<file path="config.mk">
export PLATFORM = sky130hd
export DESIGN_NAME = morse_decoder
export DESIGN_NICKNAME = d
export VERILOG_FILES = /design/src/rtl/morse_pkg.sv /design/src/rtl/morse_match.sv /design/src/rtl/morse_decoder.sv
export SDC_FILE = /design/constraint.sdc
export NUM_CORES = 1
export LEC_CHECK = 0
export ABC_AREA = 1
export CORE_ASPECT_RATIO = 0.7
export CORE_UTILIZATION = 61
export DETAILED_ROUTE_END_ITERATION = 10
export PLACE_DENSITY = 0.79
export SLEW_MARGIN = 20
export SYNTH_ARGS = -nofsm -noshare
export SYNTH_HDL_FRONTEND = slang
export SYNTH_SLANG_ARGS = --single-unit
</file>
<file path="constraint.sdc">
create_clock -name CLOCK_50 -period 2.61 [get_ports CLOCK_50]
set_clock_uncertainty 0.05 [all_clocks]
set_input_delay 0.3915 -clock CLOCK_50 [delete_from_list [all_inputs] [get_ports CLOCK_50]]
set_output_delay 0.3915 -clock CLOCK_50 [all_outputs]
set_load 0.05 [all_outputs]
</file>
<file path="src/rtl/morse_pkg.sv">
// Shared Morse definitions: FSM states, letter codes and the A-H symbol table
// (pattern MSB = first symbol, 1 = dash; length = number of symbols).
package morse_pkg;

  typedef enum logic [1:0] {
    IDLE  = 2'd0,
    PRESS = 2'd1,
    GAP   = 2'd2,
    DONE  = 2'd3
  } morse_state_e;

  localparam int unsigned MAX_SYMS = 4;

  localparam logic [2:0] LTR_A = 3'd0;
  localparam logic [2:0] LTR_B = 3'd1;
  localparam logic [2:0] LTR_C = 3'd2;
  localparam logic [2:0] LTR_D = 3'd3;
  localparam logic [2:0] LTR_E = 3'd4;
  localparam logic [2:0] LTR_F = 3'd5;
  localparam logic [2:0] LTR_G = 3'd6;
  localparam logic [2:0] LTR_H = 3'd7;

  localparam logic [3:0] PAT_A = 4'b0100;
  localparam logic [3:0] PAT_B = 4'b1000;
  localparam logic [3:0] PAT_C = 4'b1010;
  localparam logic [3:0] PAT_D = 4'b1000;
  localparam logic [3:0] PAT_E = 4'b0000;
  localparam logic [3:0] PAT_F = 4'b0010;
  localparam logic [3:0] PAT_G = 4'b1100;
  localparam logic [3:0] PAT_H = 4'b0000;

  localparam logic [2:0] LEN_A = 3'd2;
  localparam logic [2:0] LEN_B = 3'd4;
  localparam logic [2:0] LEN_C = 3'd4;
  localparam logic [2:0] LEN_D = 3'd3;
  localparam logic [2:0] LEN_E = 3'd1;
  localparam logic [2:0] LEN_F = 3'd4;
  localparam logic [2:0] LEN_G = 3'd3;
  localparam logic [2:0] LEN_H = 3'd4;

endpackage

</file>
<file path="src/rtl/morse_match.sv">
// Combinational inverse of the encoder letter table: (pattern, length) -> (letter, hit).
module morse_match
  import morse_pkg::*;
(
  input  logic [3:0] pattern_i,
  input  logic [2:0] len_i,
  output logic [2:0] letter_o,
  output logic       hit_o
);

  always_comb begin
    letter_o = '0;
    hit_o    = 1'b1;
    // Length is part of the key: E and H share the all-dot pattern.
    case ({pattern_i, len_i})
      {PAT_A, LEN_A}: letter_o = LTR_A;
      {PAT_B, LEN_B}: letter_o = LTR_B;
      {PAT_C, LEN_C}: letter_o = LTR_C;
      {PAT_D, LEN_D}: letter_o = LTR_D;
      {PAT_E, LEN_E}: letter_o = LTR_E;
      {PAT_F, LEN_F}: letter_o = LTR_F;
      {PAT_G, LEN_G}: letter_o = LTR_G;
      {PAT_H, LEN_H}: letter_o = LTR_H;
      default:        hit_o    = 1'b0;
    endcase
  end

endmodule

</file>
<file path="src/rtl/morse_decoder.sv">
// Morse key receiver: times presses/gaps, collects up to 4 symbols, decodes A-H.
// Define MORSE_SYNC_EN to pass key_in through a 2-flop synchronizer first.
module morse_decoder
  import morse_pkg::*;
#(
  parameter int unsigned TICK_CYCLES = 50000000,
  parameter int unsigned DASH_TICKS  = 2,
  parameter int unsigned GAP_TICKS   = 3
) (
  input  logic       CLOCK_50,
  input  logic       reset,
  input  logic       key_in,
  output logic [2:0] letter,
  output logic       valid,
  output logic       error,
  output logic       busy
);

  localparam int unsigned CYC_W = (TICK_CYCLES > 1) ? $clog2(TICK_CYCLES) : 1;
  localparam logic [CYC_W-1:0] CYC_LAST = CYC_W'(TICK_CYCLES - 1);
  localparam logic [2:0]       DASH_MIN = 3'(DASH_TICKS);
  localparam logic [2:0]       GAP_LAST = 3'(GAP_TICKS - 1);

  logic key_s;

`ifdef MORSE_SYNC_EN
  logic [1:0] sync_q;
  always_ff @(posedge CLOCK_50 or posedge reset) begin
    if (reset) sync_q <= '0;
    else       sync_q <= {sync_q[0], key_in};
  end
  assign key_s = sync_q[1];
`else
  assign key_s = key_in;
`endif

  morse_state_e     state_q, state_d;
  logic [CYC_W-1:0] cyc_q, cyc_d;
  logic [2:0]       dur_q, dur_d;
  logic [3:0]       pat_q, pat_d;
  logic [2:0]       len_q, len_d;
  logic             ovf_q, ovf_d;
  logic [2:0]       letter_q, letter_d;
  logic             valid_q, valid_d;
  logic             error_q, error_d;

  logic       tick;
  logic       sym;
  logic [1:0] slot;
  logic [2:0] match_letter;
  logic       match_hit;

  morse_match u_match (
    .pattern_i (pat_q),
    .len_i     (len_q),
    .letter_o  (match_letter),
    .hit_o     (match_hit)
  );

  assign tick = (cyc_q == CYC_LAST);
  assign sym  = (dur_q >= DASH_MIN);
  assign slot = 2'(3'd3 - len_q);

  always_comb begin
    state_d  = state_q;
    pat_d    = pat_q;
    len_d    = len_q;
    ovf_d    = ovf_q;
    letter_d = letter_q;
    valid_d  = 1'b0;
    error_d  = 1'b0;

    unique case (state_q)
      IDLE, DONE: begin
        // A press in the DONE cycle starts the next letter without visiting IDLE.
        if (key_s) begin
          state_d = PRESS;
          pat_d   = '0;
          len_d   = '0;
          ovf_d   = 1'b0;
        end else begin
          state_d = IDLE;
        end
      end
      PRESS: begin
        if (!key_s) begin
          state_d = GAP;
          if (len_q == 3'(MAX_SYMS)) begin
            ovf_d = 1'b1;
          end else begin
            pat_d[slot] = sym;
            len_d       = len_q + 3'd1;
          end
        end
      end
      GAP: begin
        if (key_s) begin
          state_d = PRESS;
        end else if (tick && (dur_q == GAP_LAST)) begin
          state_d = DONE;
          if (match_hit && !ovf_q) begin
            letter_d = match_letter;
            valid_d  = 1'b1;
          end else begin
            error_d  = 1'b1;
          end
        end
      end
    endcase
  end

  // Timebase restarts on every state change, so a tick coinciding with a key edge is dropped.
  always_comb begin
    cyc_d = tick ? '0 : cyc_q + CYC_W'(1);
    dur_d = (tick && (dur_q != 3'd7)) ? dur_q + 3'd1 : dur_q;
    if (state_d != state_q) begin
      cyc_d = '0;
      dur_d = '0;
    end
  end

  always_ff @(posedge CLOCK_50 or posedge reset) begin
    if (reset) begin
      state_q  <= IDLE;
      cyc_q    <= '0;
      dur_q    <= '0;
      pat_q    <= '0;
      len_q    <= '0;
      ovf_q    <= 1'b0;
      letter_q <= '0;
      valid_q  <= 1'b0;
      error_q  <= 1'b0;
    end else begin
      state_q  <= state_d;
      cyc_q    <= cyc_d;
      dur_q    <= dur_d;
      pat_q    <= pat_d;
      len_q    <= len_d;
      ovf_q    <= ovf_d;
      letter_q <= letter_d;
      valid_q  <= valid_d;
      error_q  <= error_d;
    end
  end

  assign letter = letter_q;
  assign valid  = valid_q;
  assign error  = error_q;
  assign busy   = (state_q != IDLE);

endmodule

</file>
==> results.cfg, run 1 <==
[run_status]
status = finished clean

[setup_path]
setup.worst_path.end_class = output pin
reg2reg_from = state_q[1]$_DFF_PP0_
cp_max_fo = 6
timing.rr.end = pat_q[3]$_DFFE_PP0P_
critPathMaxStageDelay_ps = 780
required_ps = 2170
rr_worst_depth = 8
slowest_stage = clkdlybuf4s50_1
worstSetupPathType = flip-flop to output pin
critPathArrivalTime_ps = 1880
critPathLaunchType = flip-flop
path_cells = inv_1 > ha_1 > inv_1 > clkdlybuf4s50_1
crit_path_frequent_cell = inv_1
reg2reg_slack_ps = 450

[timing]
fmax_mhz = 432
rsz0062_at_grt = no
worst_pin_slew_ps = 555
final_hold_viol_count = 0
fin_crit_sh_pct = 88.8
hold-worst-slack_ps = 434
slew_headroom_pct = 63.0
slew_violations = 0
final.setup.tns_ps = 0
finalCriticalPeriod_ps = 2320
setup_viol = 0

[clock_network]
post_cts_buffers = 0
numCtsBuffers = 5
cts_resized = 0
ctsLongestPathBuffers = 2
clock_sinks = 44
h-tree-depth = 2
cts_hold_buf = 0
path_clk_slew_ps = 80
cts_tree = done
cts-root-buf = clkbuf_8
worstSkewPairLatency_ps = 300

[route]
remaining_drc_errors = 0
initialDrtViolationCount = 241
wl_mm = 6.48
viasPerCell = 5.76
first_pass_iters = 6
detail_route.wl_per_cell_um = 14.9
via_count = 2511
ant_nets = 0

[power]
p_per_area_mw_per_mm2 = 750
power.leakage_nw = 1.36
ir_drop_v = 0.00176

[global_route]
grt_util_met1_pct = 44.9
grt_max_degree = 45
met3_usage_pct = 5.75
busiest_layer = met1
grt_overflow = 0
grt_pass1_wl_mm = 11.0
grt_pass1_vias = 2278
antenna_found_initial = 0
grtUsageTotal_pct = 29.0
grt_use_met2_pct = 40.6

[yosys]
synth_xor_area_share_pct = 1.55
syn-cell-area_mm2 = 0.00283
synth.most_common_cell = nand2_1
synthCells = 371
synth_cell_types = 34
async_reset_ff_share_pct = 100
yosys.area_share.simple_pct = 37.9
synth_top_cell_area_share_pct = 39.0
yosysWarnings = 0
synth_edf_count = 0
synth_largest_area_cell = dfrtp_1
synthMuxAreaShare_pct = 0
avgSynthCellArea_um2 = 7.62
yosysSeqAreaShare_pct = 39.0
synthTopCellsByCount = nand2_1 (63), nor2_1 (53), inv_1 (48), dfrtp_1 (44), nand3_1 (33)
syn_nets = 385
synth_fa_ha_area_share_pct = 4.87
synth_top_family_by_area = simple AND/OR/NAND/NOR gates
synth_area_leaders = dfrtp_1 (39%), nand2_1 (8.4%), nor2_1 (7.0%), inv_1 (6.4%), nand3_1 (5.8%)
yosys_most_used_dff = dfrtp_1
ys_ff_latch = 44
synth_compound_area_share_pct = 7.88

[min_path]
hold_class = flip-flop to flip-flop
holdPathEnd = letter[0]$_DFFE_PP0P_
min_from = letter[0]$_DFFE_PP0P_
holdPathStages = 2

[final_layout]
drive_above_1_share_pct = 10.5
syn_to_final_growth_pct = 7.57
stdcell_area_mm2 = 0.00304
multiInputGateArea_mm2 = 0.00148
antenna_cells = 0
fillers = 361
fin_nets = 395
fin_cells = 436
regArea_mm2 = 0.00110

[run]
maxCapViolations = 0

[die]
die_w_um = 83.4
ioPinCount = 9
rows = 20
initial_core_util_pct = 64.2
dieArea_mm2 = 0.00491
die_h_um = 59.0
coreArea_mm2 = 0.00440

[placement]
numPortBuffers = 8
hpwlAfterDp_mm = 4.82
dp.cells = 429
placed_area_mm2 = 0.00294
place.gp.congestion = 0.996
==> stage by stage <==
stage | utilization, % | setup WS, ps | power (mW)
finish | 69.0 | 293 | 2.28
global route | 69.0 | 204 | 2.42
CTS | 69.0 | 284 | 2.28
detailed placement | 66.8 | 513 | 1.83
global placement | 66.8 | 601 | 1.80
floorplan | - | 759 | 1.67
==> cells by family after synthesis <==
kind of cell             after synthesis
AO/OA/AOI/OAI                         37
adder cells (fa/ha/maj)               11
buffers and inverters                 58
flip-flops                            44
XOR/XNOR                               5
AND/OR/NAND/NOR                      216
==> how the worst max path moves through the flow <==
stage	startpoint	to	slack, ps
global placement	key_in	pat_q[3]$_DFFE_PP0P_	600
CTS	state_q[0]$_DFF_PP0_	busy	280
detailed placement	key_in	pat_q[3]$_DFFE_PP0P_	510
finish	state_q[0]$_DFF_PP0_	busy	290
global route	state_q[1]$_DFF_PP0_	pat_q[3]$_DFFE_PP0P_	200
floorplan	cyc_q[0]$_DFF_PP0_	cyc_q[18]$_DFF_PP0_	760
==> routing by layer <==
layer	part of all wire (%)	wire length, µm	vias to the layer above
li1	-	-	1234
met1	51	3330	1153
met2	39	2550	113
met3	7.9	511	11
met4	1.3	82	0
met5	0	0	-
==> final cells by class <==
class,count,share of cell area (%)
clock buffer,7,3.17
inverter,51,6.30
multi-input combinational,269,48.5
sequential,44,36.2
tap,55,2.26
timing repair buffer,10,3.54
==> worst max-delay path, delay by kind of cell (launching register included) <==
kind | cells | cell delay, ps
buffers and inverters | 3 | 920
flip-flops | 1 | 450
adder cells (fa/ha/maj) | 1 | 200
==> layout by cell type (no fill, tap or decap), drive strengths merged, types with 2 or more instances in the layout <==
cell type | Yosys | layout
buf | 5 | 2
o211ai | 5 | 5
nor3 | 15 | 15
xor2 | 4 | 4
clkbuf | 2 | 7
nand4 | 16 | 16
o32ai | 2 | 2
inv | 51 | 50
o21ai | 18 | 18
or2 | 6 | 6
clkdlybuf4s50 | 0 | 8
a21oi | 5 | 5
nand2 | 69 | 69
dfrtp | 44 | 44
nand3 | 35 | 35
nand3b | 2 | 2
o21bai | 2 | 2
ha | 11 | 11
nor2 | 67 | 67
nor4 | 5 | 5
==> report_power, final <==
part,internal (mW),leakage [nW],switching [mW]
clock,0.236,0.0503,0.226
combinational,0.306,0.699,0.700
sequential,0.748,0.606,0.0643
==> flip-flops by register name (all words and copies together), names as in the netlist <==
signal   cells
cyc_q       26
dur_q        3
error        1
len_q        3
letter       3
ovf_q        1
pat_q        4
state_q      2
valid        1
(Power assumes the default switching activity.)
==> run 2, diff against run 1 <==
- CORE_UTILIZATION: 61 -> 65
- PLACE_DENSITY: 0.79 -> 0.84
- clock period: 2.61 -> 2.9 ns (I/O delays scaled with it)
==> results.cfg, run 2 (synthesis gave the netlist of run 1 again) <==
[route]
initialDrtViolationCount = 253
remaining_drc_errors = 0
first_pass_iters = 5
detail_route.wl_per_cell_um = 15.2
wl_mm = 6.58
viasPerCell = 5.87
ant_nets = 0
via_count = 2547

[timing]
setup_viol = 0
final_hold_viol_count = 0
fin_crit_sh_pct = 85.1
final.setup.tns_ps = 0
hold-worst-slack_ps = 445
slew_headroom_pct = 57.9
rsz0062_at_grt = no
fmax_mhz = 405
finalCriticalPeriod_ps = 2470
slew_violations = 0
finalWorstSetupSlack_ps = 432
worst_pin_slew_ps = 630

[final_layout]
final_common_cell = nand2_1
fin_cells = 434
reg_top3 = cyc_q x26, pat_q x4
syn_to_final_growth_pct = 7.35
fillers = 319
layout_common_cells = nand2_1 (63), nor2_1 (53), inv_1 (47), dfrtp_1 (44), nand3_1 (33)
largest_reg_flops = 26
antenna_cells = 0
drive_above_1_share_pct = 10.7
top_register = cyc_q
fin_nets = 395
regArea_mm2 = 0.00110
multiInputGateArea_mm2 = 0.00148

[power]
power.leakage_nw = 1.35
power.total_mw = 2.05
p_int_mw = 1.14
p_clk_share_pct = 19.9
switchingPower_uw = 906
netSwitchingFraction_pct = 44.3
ir_drop_v = 0.00103
seqPwrFrac_pct = 35.9
comb_power_share_pct = 44.2
p_per_area_mw_per_mm2 = 674

[setup_path]
cp_max_fo = 16
worstSetupPathType = flip-flop to flip-flop
path_cells = ha_1 > nand3_2 > inv_2 > nand2_2 > nor2_4 > nand3_1 > nand2_1 > nand2_1 > nand2_2 > nand2_2 > nand2_2 > nand3_2 > buf_12 > nor2_1
slowest_stage = dfrtp_1
required_ps = 3090
cp_num_cells = 14
critPathArrivalTime_ps = 2660
setup.worst_path.end_class = flip-flop
rr_worst_depth = 14
reg2reg_from = cyc_q[0]$_DFF_PP0_
critPathMaxStageDelay_ps = 410
critPathLaunchType = flip-flop
timing.rr.end = cyc_q[7]$_DFF_PP0_
reg2reg_slack_ps = 430
cp_num_buf_inv = 2
crit_path_frequent_cell = nand2_2
crit_family = simple AND/OR/NAND/NOR gates

[placement]
place.gp.congestion = 0.981
dp.cells = 426
dp_worst_setup_slack_ps = 468
hpwlAfterDp_mm = 4.97
numPortBuffers = 8

[clock_network]
h-tree-depth = 2
cts_resized = 0
post_cts_buffers = 0
numCtsBuffers = 5
worstSkewPairLatency_ps = 310
clock_sinks = 44
cts_tree = done
cts_hold_buf = 0
ctsLongestPathBuffers = 2
path_clk_slew_ps = 80
cts-root-buf = clkbuf_8

[die]
ioPinCount = 9
coreArea_mm2 = 0.00404
die_w_um = 80.8
initial_core_util_pct = 69.9
dieArea_mm2 = 0.00462
rows = 19
die_h_um = 57.2

[min_path]
hold_class = flip-flop to flip-flop
holdPathStages = 2
holdPathEnd = letter[0]$_DFFE_PP0P_
min_from = letter[0]$_DFFE_PP0P_

[run]
maxCapViolations = 0

[run_status]
status = finished clean

[global_route]
grt_overflow = 0
grt_pass1_vias = 2131
grtUsageTotal_pct = 32.0
antenna_found_initial = 0
grt_max_degree = 31
grt_pass1_wl_mm = 10.8
run 2: cell types whose count changed in the layout (fill, tap and decap cells not counted):
cell,change
inv_2,+1
clkinvlp_4,+1
clkbuf_8,-1
clkbuf_1,+1
clkinv_1,-1
run 2: power by group through the flow:
stage	logic (mW)	clock network (mW)	registers (mW)
2_1_floorplan	0.772	0	0.728
3_3_place_gp	0.863	0	0.738
3_5_place_dp	0.893	0	0.744
4_1_cts	0.901	0.415	0.734
5_1_grt	0.998	0.435	0.743
6_report	0.904	0.407	0.735
run 2: layer usage:
metal	part of all wire [%]	global-route usage [%]	wire (µm)
met5	0	0	0
met2	38	39.5	2490
met4	1.3	7.65	86
met3	10	8.64	674
met1	51	53.8	3330
run 2: layout make-up:
cell class	instances	area share (%)
well taps	52	2.14
repair buffers	10	3.55
inverters	51	6.31
clock inverters	1	0.247
clock buffers	7	2.85
flip-flops and latches	44	36.3
multi-input cells	269	48.6
run 2: worst max-delay path by stage:
stage,slack (ps),startpoint,end
floorplan,1050,cyc_q[0]$_DFF_PP0_,cyc_q[18]$_DFF_PP0_
global placement,580,cyc_q[0]$_DFF_PP0_,cyc_q[7]$_DFF_PP0_
detailed placement,470,cyc_q[0]$_DFF_PP0_,cyc_q[8]$_DFF_PP0_
CTS,420,cyc_q[0]$_DFF_PP0_,cyc_q[7]$_DFF_PP0_
global route,240,cyc_q[0]$_DFF_PP0_,cyc_q[5]$_DFF_PP0_
finish,430,cyc_q[0]$_DFF_PP0_,cyc_q[7]$_DFF_PP0_
run 2: through the flow:
stage,util (%),area [µm²]
after floorplan,-,2830
after global placement,72.8,2940
after detailed placement,72.8,2940
after CTS,75.1,3030
after global routing,75.1,3030
final,75.1,3030
run 2: tightest hold or removal path, cell delays in order (launching register included):
cell	delay, ps
dfrtp_1	360
nand2_1	60
nand2_1	50
==> run 3, diff against run 2 <==
--- a/config.mk
+++ b/config.mk
@@ -11,2 +11,3 @@
 export DETAILED_ROUTE_END_ITERATION = 10
+export GPL_ROUTABILITY_DRIVEN = 0
 export PLACE_DENSITY = 0.84
--- a/constraint.sdc
+++ b/constraint.sdc
@@ -4,2 +4,2 @@
 set_output_delay 0.435 -clock CLOCK_50 [all_outputs]
-set_load 0.05 [all_outputs]
+set_load 0.01 [all_outputs]
==> results.cfg, run 3 (synthesis gave the netlist of run 1 again) <==
[run_status]
status = finished clean

[timing]
slew_violations = 0
final_hold_viol_count = 0
fin_crit_sh_pct = 83.3
slew_headroom_pct = 68.2
hold-worst-slack_ps = 279
worst_pin_slew_ps = 474
rsz0062_at_grt = no
fmax_mhz = 414
setup_viol = 0
finalCriticalPeriod_ps = 2420
finalWorstSetupSlack_ps = 484
final.setup.tns_ps = 0

[global_route]
grt_pass1_wl_mm = 10.9
antenna_found_initial = 0
grt_pass1_vias = 2281
grt_max_degree = 39
grtUsageTotal_pct = 31.3
grt_overflow = 0

[setup_path]
crit_path_frequent_cell = nand2_2
critPathLaunchType = flip-flop
path_cells = ha_1 > nand3_2 > inv_2 > nand2_2 > nor2_4 > nand3_1 > nand2_1 > nand2_1 > nand2_2 > nand2_2 > nand2_2 > nand3_2 > buf_4 > nor2_4
critPathMaxStageDelay_ps = 410
worstSetupPathType = flip-flop to flip-flop
slowest_stage = dfrtp_1
setup.worst_path.end_class = flip-flop
required_ps = 3080
cp_max_fo = 21
rr_worst_depth = 14
critPathArrivalTime_ps = 2600

[route]
wl_mm = 6.44
initialDrtViolationCount = 314
detail_route.wl_per_cell_um = 14.8
ant_nets = 0
viasPerCell = 5.89
via_count = 2560
first_pass_iters = 6
remaining_drc_errors = 0

[final_layout]
antenna_cells = 0
drive_above_1_share_pct = 11.0
final_core_util_pct = 75.4
reg_top3 = cyc_q x26, pat_q x4
final_common_cell = nand2_1
layout_common_cells = nand2_1 (63), nor2_1 (53), inv_1 (47), dfrtp_1 (44), nand3_1 (33)
top_register = cyc_q
largest_reg_flops = 26
fin_nets = 396
fillers = 313
syn_to_final_growth_pct = 7.79

[run]
maxCapViolations = 0

[clock_network]
cts_hold_buf = 0
path_clk_slew_ps = 80
worstSkewPairLatency_ps = 300
h-tree-depth = 2
numCtsBuffers = 5
post_cts_buffers = 0
cts_resized = 0
cts_tree = done
ctsLongestPathBuffers = 2
cts-root-buf = clkbuf_8
clock_sinks = 44

[die]
ioPinCount = 9
rows = 19
coreArea_mm2 = 0.00404
die_w_um = 80.8
dieArea_mm2 = 0.00462
initial_core_util_pct = 69.9
die_h_um = 57.2

[placement]
hpwlAfterDp_mm = 4.84
numPortBuffers = 8
dp_worst_setup_slack_ps = 500

[power]
p_per_area_mw_per_mm2 = 675
ir_drop_v = 0.000557
p_clk_share_pct = 22.9
comb_power_share_pct = 41.5
power.leakage_nw = 1.36
switchingPower_uw = 875
seqPwrFrac_pct = 35.6
netSwitchingFraction_pct = 42.6
p_int_mw = 1.18

[min_path]
hold_class = input pin to async pin
[run 3: cell types whose count changed in the layout (fill, tap and decap cells not counted), sizes merged]
cell	before	now
clkinv	0	2
bufinv	0	1
buf	2	3
inv	51	50
clkbuf	7	5
[run 3: layer usage]
layer / wire length (µm) / global-route usage, %
met3: 707 / 8.32
met2: 2710 / 42.4
met5: 0 / 0
met4: 63 / 6.89
met1: 2960 / 49.4
[run 3: critical path: cells and delay by family (launching register included)]
family	cells	cell delay (ps)
buf+inv	2	440
flops	1	410
simple gates	11	1180
fa+ha+maj	1	250
[run 3: area by class of cell]
cell class	count	area (µm²)	share of cell area [%]
flip-flops and latches	44	1100	36.1
well taps	52	65.1	2.14
clock buffers	5	68.8	2.26
clock inverters	3	42.5	1.40
inverters	51	191	6.28
repair buffers	11	103	3.37
multi-input cells	269	1480	48.4
[run 3: final timing paths]
kind                                            start               endpoint  slack (ps)
worst max register to register     cyc_q[0]$_DFF_PP0_    cyc_q[16]$_DFF_PP0_         480
worst max-delay path               cyc_q[0]$_DFF_PP0_    cyc_q[16]$_DFF_PP0_         480
max in group asynchronous                       reset   len_q[0]$_DFFE_PP0P_        1810
min in group CLOCK_50           letter[0]$_DFFE_PP0P_  letter[0]$_DFFE_PP0P_         430
worst min-delay path                            reset  letter[2]$_DFFE_PP0P_         280
worst min register to register  letter[0]$_DFFE_PP0P_  letter[0]$_DFFE_PP0P_         430
[run 3: power groups by stage]
stage,Clock (mW),Combinational (mW),Sequential [mW]
3_3_place_gp,0,0.813,0.737
2_1_floorplan,0,0.743,0.728
6_report,0.470,0.854,0.732
5_1_grt,0.500,0.953,0.739
3_5_place_dp,0,0.849,0.744
4_1_cts,0.474,0.852,0.732
[run 3: metrics by stage]
| stage | power (mW) | instance area [µm²] | cells |
|---|---|---|---|
| 2_1_floorplan | 1.47 | 2830 | 371 |
| 5_1_grt | 2.19 | 3050 | 435 |
| 3_5_place_dp | 1.59 | 2940 | 427 |
| 6_report | 2.06 | 3050 | 435 |
| 4_1_cts | 2.06 | 3050 | 435 |
| 3_3_place_gp | 1.55 | 2940 | 427 |
